**src/rtl/cdu_pkg.sv**
```systemverilog
// Shared read/write arbiter definitions: requester mux codes and latency limits.
package cdu_pkg;

  typedef logic [1:0] muxcode_t;

  localparam muxcode_t MUX_I = 2'd0;
  localparam muxcode_t MUX_D = 2'd1;
  localparam muxcode_t MUX_C = 2'd2;

  localparam int RDLAT_MAX = 8;

  // Priority i > d > c; only meaningful when at least one request is active.
  function automatic muxcode_t pick_code(input logic i_req, input logic d_req);
    if (i_req) return MUX_I;
    if (d_req) return MUX_D;
    return MUX_C;
  endfunction

endpackage

```
**src/rtl/cdru_latpipe.sv**
```systemverilog
// Resettable valid/tag shift register tracking reads through the memory latency.
module cdru_latpipe #(
  parameter int DEPTH = 1,
  parameter int W     = 2
) (
  input  logic         clk,
  input  logic         rst,
  input  logic         in_vld,
  input  logic [W-1:0] in_tag,
  output logic         out_vld,
  output logic [W-1:0] out_tag,
  output logic         any_vld
);

  logic [DEPTH-1:0] vld_reg;
  logic [W-1:0]     tag_reg [DEPTH];

  generate
    for (genvar gi = 0; gi < DEPTH; gi++) begin : g_stage
      if (gi == 0) begin : g_head
        always_ff @(posedge clk or posedge rst) begin
          if (rst) begin
            vld_reg[gi] <= 1'b0;
            tag_reg[gi] <= '0;
          end else begin
            vld_reg[gi] <= in_vld;
            tag_reg[gi] <= in_tag;
          end
        end
      end else begin : g_body
        always_ff @(posedge clk or posedge rst) begin
          if (rst) begin
            vld_reg[gi] <= 1'b0;
            tag_reg[gi] <= '0;
          end else begin
            vld_reg[gi] <= vld_reg[gi-1];
            tag_reg[gi] <= tag_reg[gi-1];
          end
        end
      end
    end
  endgenerate

  assign out_vld = vld_reg[DEPTH-1];
  assign out_tag = tag_reg[DEPTH-1];
  assign any_vld = |vld_reg;

endmodule

```
**src/rtl/cdru.sv**
```systemverilog
// Conflict detection read unit: fixed-priority read arbitration with tagged data return.
// Optional macro CDRU_RDATA_REG_EN registers the return path (one extra cycle of latency).
module cdru
  import cdu_pkg::*;
#(
  parameter int BANKBITS = 5,
  parameter int WORDBITS = 9,
  parameter int DATABITS = 64,
  parameter int RDLAT    = 1
) (
  input  logic                         clk,
  input  logic                         rst,
  input  logic                         i_en,
  input  logic [BANKBITS+WORDBITS-1:0] i_addr,
  output logic                         i_grnt,
  output logic [DATABITS-1:0]          i_rdata,
  output logic                         i_rvalid,
  input  logic                         d_en,
  input  logic [BANKBITS+WORDBITS-1:0] d_addr,
  output logic                         d_grnt,
  output logic [DATABITS-1:0]          d_rdata,
  output logic                         d_rvalid,
  input  logic                         c_en,
  input  logic [BANKBITS+WORDBITS-1:0] c_addr,
  output logic                         c_grnt,
  output logic [DATABITS-1:0]          c_rdata,
  output logic                         c_rvalid,
  output logic                         o_en,
  output logic [BANKBITS+WORDBITS-1:0] o_addr,
  input  logic [DATABITS-1:0]          m_rdata,
  output logic                         busy
);

  generate
    if (RDLAT < 1 || RDLAT > RDLAT_MAX) begin : g_bad_rdlat
      $error("cdru: RDLAT must be within 1..8");
    end
  endgenerate

  muxcode_t code;
  logic     ret_vld;
  muxcode_t ret_code;
  logic     pipe_busy;

  always_comb begin
    code   = pick_code(i_en, d_en);
    o_en   = i_en | d_en | c_en;
    i_grnt = i_en;
    d_grnt = d_en & ~i_en;
    c_grnt = c_en & ~i_en & ~d_en;
    case (code)
      MUX_I:   o_addr = i_addr;
      MUX_D:   o_addr = d_addr;
      default: o_addr = c_addr;
    endcase
  end

  cdru_latpipe #(
    .DEPTH (RDLAT),
    .W     (2)
  ) u_latpipe (
    .clk     (clk),
    .rst     (rst),
    .in_vld  (o_en),
    .in_tag  (code),
    .out_vld (ret_vld),
    .out_tag (ret_code),
    .any_vld (pipe_busy)
  );

  logic ret_i, ret_d, ret_c;
  assign ret_i = ret_vld && (ret_code == MUX_I);
  assign ret_d = ret_vld && (ret_code == MUX_D);
  assign ret_c = ret_vld && (ret_code == MUX_C);

`ifdef CDRU_RDATA_REG_EN
  // Each requester's data register only captures its own returns, so it holds otherwise.
  always_ff @(posedge clk or posedge rst) begin
    if (rst) begin
      i_rvalid <= 1'b0;
      d_rvalid <= 1'b0;
      c_rvalid <= 1'b0;
      i_rdata  <= '0;
      d_rdata  <= '0;
      c_rdata  <= '0;
    end else begin
      i_rvalid <= ret_i;
      d_rvalid <= ret_d;
      c_rvalid <= ret_c;
      if (ret_i) i_rdata <= m_rdata;
      if (ret_d) d_rdata <= m_rdata;
      if (ret_c) c_rdata <= m_rdata;
    end
  end

  assign busy = pipe_busy | i_rvalid | d_rvalid | c_rvalid;
`else
  assign i_rvalid = ret_i;
  assign d_rvalid = ret_d;
  assign c_rvalid = ret_c;
  assign i_rdata  = m_rdata;
  assign d_rdata  = m_rdata;
  assign c_rdata  = m_rdata;
  assign busy     = pipe_busy;
`endif

endmodule

```
**config.mk**
```make
export PLATFORM = sky130hd
export DESIGN_NAME = cdru
export DESIGN_NICKNAME = d
export VERILOG_FILES = /design/src/rtl/cdu_pkg.sv /design/src/rtl/cdru_latpipe.sv /design/src/rtl/cdru.sv
export SDC_FILE = /design/constraint.sdc
export NUM_CORES = 1
export LEC_CHECK = 0
export ABC_AREA = 0
export ABC_CLOCK_PERIOD_IN_PS = 1400
export BUFFER_PORTS_ARGS = -buffer_cell sky130_fd_sc_hd__buf_2
export CAP_MARGIN = 20
export CORE_AREA = 2 2 127 129
export CTS_CLUSTER_DIAMETER = 80
export CTS_CLUSTER_SIZE = 24
export DETAILED_ROUTE_END_ITERATION = 10
export DIE_AREA = 0 0 129 131
export SLEW_MARGIN = 40
export SYNTH_ARGS = -nofsm -noshare
export SYNTH_HDL_FRONTEND = slang
export SYNTH_SLANG_ARGS = --single-unit
```
**constraint.sdc**
```tcl
create_clock -name clk -period 1.4 [get_ports clk]
set_clock_uncertainty 0.05 [all_clocks]
set_input_delay 0.14 -clock clk [delete_from_list [all_inputs] [get_ports clk]]
set_output_delay 0.14 -clock clk [all_outputs]
set_load 0.005 [all_outputs]
```
# After elaboration in Yosys (flattened, before gate mapping)
# Cells that the tools add are included.
# W data, S select, Z words.
dict set report word_totals {
  output_inout_bits 214
  register_bits 3
}
dict set report op_classes {
  n_eq_ne 3
  n_bitwise 7
  n_reduce_logical 5
  mux 8
}
# cell count
set op_table {}
lappend op_table {{$pmux W14 S2} 1}
lappend op_table {{$mux W2} 4}
lappend op_table {{$eq A2 B1 Y1 const B} 2}
lappend op_table {{$logic_not A2 Y1} 2}
lappend op_table {{$and A1 B1 Y1} 3}
lappend op_table {{$logic_and A1 B1 Y1} 3}
lappend op_table {{$mux W1} 3}
lappend op_table {{$eq A2 B2 Y1 const B} 1}
lappend op_table {{$not A1 Y1} 2}
lappend op_table {{$or A1 B1 Y1} 2}

# Logic depth before layout (Yosys ltp)
dict set report depth {
  depth_word 6
  ltp_mapped 4
  depth_no_buf 2
}

# Cells and area by module
# A second synthesis with hierarchy kept.
dict set report unflattened {
  hier_cells 252
  hier_area_um2 1889.3
}
# module instances seq_area_each_um2 cells_each area_per_inst_um2
set modules_own_cells {}
lappend modules_own_cells {cdru 1 0.0 247 1803.0}
lappend modules_own_cells {cdru_latpipe 1 75.1 5 86.3}

# Least setup slack after synthesis
# Ideal clock, no wire load.
dict set report synth_timing {
  path_type {input -> output}
  startpoint {input port d_en}
  endpoint {output port o_addr[0]}
  t_arrival_ns 0.643
  required_ns 1.210
  setup_slack_ns 0.567
  cell_stages 4
  cell_sequence {buf_6 buf_12 mux2i_1 o21ai_1}
}
dict set report synth_between {
  elab_chain_cells 6
}
# element line
set synth_lines {}
lappend synth_lines {{start, declared} cdru.sv:18} ;# input logic d_en,
lappend synth_lines {{$mux W1 (2 in a row)} cdu_pkg.sv:15} ;# if (d_req) return MUX_D;
lappend synth_lines {{$mux W2 *} cdu_pkg.sv:16} ;# return MUX_C;
lappend synth_lines {{$mux W2 *} cdu_pkg.sv:15}
lappend synth_lines {{$eq A2 B1 Y1 or $logic_not A2 Y1 (tied branches)} cdru.sv:51} ;# case (code)
lappend synth_lines {{$pmux W14 S2 *} cdru.sv:51}
lappend synth_lines {{end, declared} cdru.sv:29} ;# output logic [BANKBITS+WORDBITS-1:0] o_addr,
# Mark *: on every way between the ends. The rest lies on a longest branch, timed or not. The select of a mux whose other input is x is not followed.

# Final worst setup path
dict set report layout_timing {
  startpoint {register u_latpipe.tag_reg, in the netlist u_latpipe.out_tag[1]}
  endpoint {output port i_rvalid}
}
dict set report layout_between {
  elab_chain_cells 2
}
# element line
set layout_lines {}
lappend layout_lines {{start, declared} cdru_latpipe.sv:16} ;# logic [W-1:0] tag_reg [DEPTH];
lappend layout_lines {{start signal, assigned by index} cdru_latpipe.sv:27} ;# tag_reg[gi] <= in_tag;
lappend layout_lines {{$logic_not A2 Y1} cdru.sv:72} ;# assign ret_i = ret_vld && (ret_code == MUX_I);
lappend layout_lines {{$logic_and A1 B1 Y1} cdru.sv:72}
lappend layout_lines {{end, declared} cdru.sv:17} ;# output logic i_rvalid,
# No other way between the ends.

==> run summary <==
The flow ran to the end, and the final reports show no timing, DRC or antenna violations. The synthesis-stage register bit count is 3. 0 antenna diodes ended up in the layout. The initial antenna violation count was 0. The area of the core is 15600 µm². The effective utilization at floorplan came out at 12.06%. The signal on the critical path passes through nor3b_1 -> buf_2. Fill cells in the final layout number 1862. Sequential cells were found to cover 3.989% of the synthesized design area. The synthesis warning total came out at 0. At the placement stage, the worst setup path has a slack of 276.1 ps.

CTS built an H-tree with a depth of 1. For this run, the post-layout net count is 241. The arrival time of data at the critical path endpoint came out at 980 ps.

The cell chosen for the clock root is clkbuf_16. The total leakage power is 0.5294 nW. The iteration count of the initial detailed-routing pass came out at 4. STA classifies the critical path startpoint as a flop. Per report_power, the sequential group accounts for 12.3% of the total. Dividing the detail-routed via count by the number of cells gives 2.414. The peak per-stage delay on the critical path is 380 ps. The final cycle utilization of the critical path came out at 83.41%. The cell count after synthesis came out at 251. The setup TNS came out at 0 ps.

The ratio of total power to cell area came out at 683.2 nW/µm². The peak supply drop came out at 0.7251 mV. In this run switching power makes up 23.26% of total power. The number of buffers between clock root and the deepest sink came out at 2. The post-synthesis average cell area came out at 7.497 µm². The maximum number of pins on one net before global-route repair came out at 18. The top achievable clock speed is 856.4 MHz. At the pin with the least slew margin, the transition time is 208.0 ps. The first-iteration detailed-routing DRC count is 23.

The final weighted congestion in routability-driven placement is 0.6063. TritonCTS built the clock tree. The vertical extent of the die came out at 131 µm. Setup repair after global routing left no endpoint under its margin. The count of unique library cells instantiated by Yosys came out at 17.

The share of final-layout standard cells stronger than drive strength 1 came out at 57.36%. From left edge to right edge, the die measures 129 µm. The number of buffers inserted during clock tree synthesis is 3. The number of global-route vias before repair came to 804. Relative to the synthesized area, the layout overhead comes to -40.29%. The post-cts resize count is 0.

The smallest setup slack after layout came out at 232.3 ps. The part of the power in combinational logic is 29.3%. The slowest cell on the critical path is dfrtp_1. Counting every net in the synthesized netlist gives 362. The routed layout has 833 vias. For this design the total switching power over the nets is 0.1786 mW.

Data on the critical path is required at its endpoint by 1210 ps. The mapped cell area is 1882 µm². Cells fill 7.204% of the core in the end. The remaining antenna violation count after routing came out at 0. Global routing consumed, over all layers together, 4.173% of the routing resources. The headroom to the max-slew limit came out at 86.14%. The count of non-filler cells in the finished layout came out at 345.

The routed design has 4152 µm of wire. After clock tree synthesis, the clock-pin slew on the worst setup and hold paths is 30 ps. The largest fanout on the critical path is 3.

The proportion of power drawn by the clock network is 58.4%. The post-route minimum period came out at 1168 ps. The number of failing hold endpoints at the final stage came out at 0. The floorplan step defined a die boundary enclosing 16900 µm². The worst setup path is of the flop to primary output kind. The total global routing overflow is 0. The type of destination of the critical path is a primary output. The internal portion of total power is 0.5891 mW.

After clock tree synthesis, the setup repair step added 0 buffers. The type of the tightest min-delay check is primary input to flop. The final-report setup violation count is 0. The routed wire length per instance is 12.03 µm. The clock net in this run drives a total of 3 sinks. The I/O pin count came out at 325. Once placement completed, the tool counted placed cells totaling 340. The standard-cell row count came out at 46. The number of hold buffers added after CTS was 1. Across the run, the number of max-cap violations was 0. The number of buffer cells added on primary ports is 68. The remaining design rule violation count is 0. The number of pins with negative max-slew slack in the final report is 0. The first global-routing pass estimated 4961 µm of wire.
## stage by stage
step                      hold WS, ps  total power [mW]  cell area [µm²]
after floorplan                -156.4            0.6349             1882
after global routing            93.98            0.8212             1124
final                           91.90            0.7677             1124
after CTS                       92.73            0.7767             1124
after detailed placement       -37.34            0.3242             1035
after global placement         -34.63            0.3207             1035
## cells in the mapped netlist
master | instances | area [µm²]
nand2_1 | 14 | 52.55
clkbuf_1 | 2 | 7.510
buf_4 | 193 | 1449
o21ai_1 | 8 | 40.04
inv_1 | 1 | 3.750
o21ai_0 | 6 | 30.03
and2_1 | 1 | 6.260
buf_6 | 1 | 11.26
nor2_1 | 1 | 3.750
nor2b_1 | 1 | 6.260
mux2i_1 | 14 | 140.1
dfrtp_1 | 3 | 75.07
clkbuf_2 | 1 | 5.000
buf_12 | 1 | 20.02
and3b_1 | 2 | 17.52
nor3b_1 | 1 | 7.510
or3_1 | 1 | 6.260
## layout make-up
| cell class | count | area [µm²] | area share (%) |
|---|---|---|---|
| flip-flops and latches | 3 | 75.07 | 6.682 |
| repair buffers | 72 | 385.4 | 34.30 |
| inverters | 1 | 3.754 | 0.3341 |
| well taps | 216 | 270.3 | 24.05 |
| multi-input cells | 49 | 310.3 | 27.62 |
| clock buffers | 4 | 78.83 | 7.016 |
## power groups by stage
stage / Clock, mW / Sequential [mW] / Combinational (mW)
6_report: 0.448 / 0.0945 / 0.225
2_1_floorplan: 0 / 0.0945 / 0.540
3_5_place_dp: 0 / 0.0954 / 0.229
4_1_cts: 0.451 / 0.0945 / 0.232
5_1_grt: 0.471 / 0.0951 / 0.255
3_3_place_gp: 0 / 0.0953 / 0.225
## sequential cells by signal, summed over array words and instances, names as in the netlist
name               count
u_latpipe.any_vld      1
u_latpipe.out_tag      2
## path summary, 6_finish.rpt
check,from,to,slack [ps],cells after the start
max,u_latpipe.out_tag[1],i_rvalid,230,2
min,c_en,u_latpipe.any_vld,90,2
max in group asynchronous,rst,u_latpipe.any_vld,880,3
min in group asynchronous,rst,u_latpipe.out_tag[0],290,3
## layout by cell type (no fill, tap or decap), types with 2 or more instances in the layout
| cell | count |
|---|---|
| o21ai_1 | 8 |
| and3b_1 | 2 |
| o21ai_0 | 6 |
| buf_2 | 68 |
| mux2i_1 | 14 |
| nand2_1 | 14 |
| dfrtp_1 | 3 |
| clkbuf_16 | 3 |
| buf_4 | 2 |
## cells by family after synthesis
family / after synthesis / share of synthesized area (%)
and+or+nand+nor: 21 / 5.320
DFF: 3 / 3.989
buffers and inverters: 199 / 79.52
muxes: 14 / 7.447
AOI/OAI and AO/OA: 14 / 3.724
## worst max-delay path: cells and delay by family, from the launching register on
family | cells | cell delay [ps]
DFF | 1 | 380
and+or+nand+nor | 1 | 230
buffers and inverters | 1 | 150
## metal layers
layer,GRT usage (%),vias to the layer above,share of wire (%)
met5,0,-,0
met4,4.923,0,9.6
met3,3.176,55,18
met2,6.162,145,44
met1,3.271,288,29
li1,-,345,-
No activity file was read; power rests on OpenSTA's default activity.
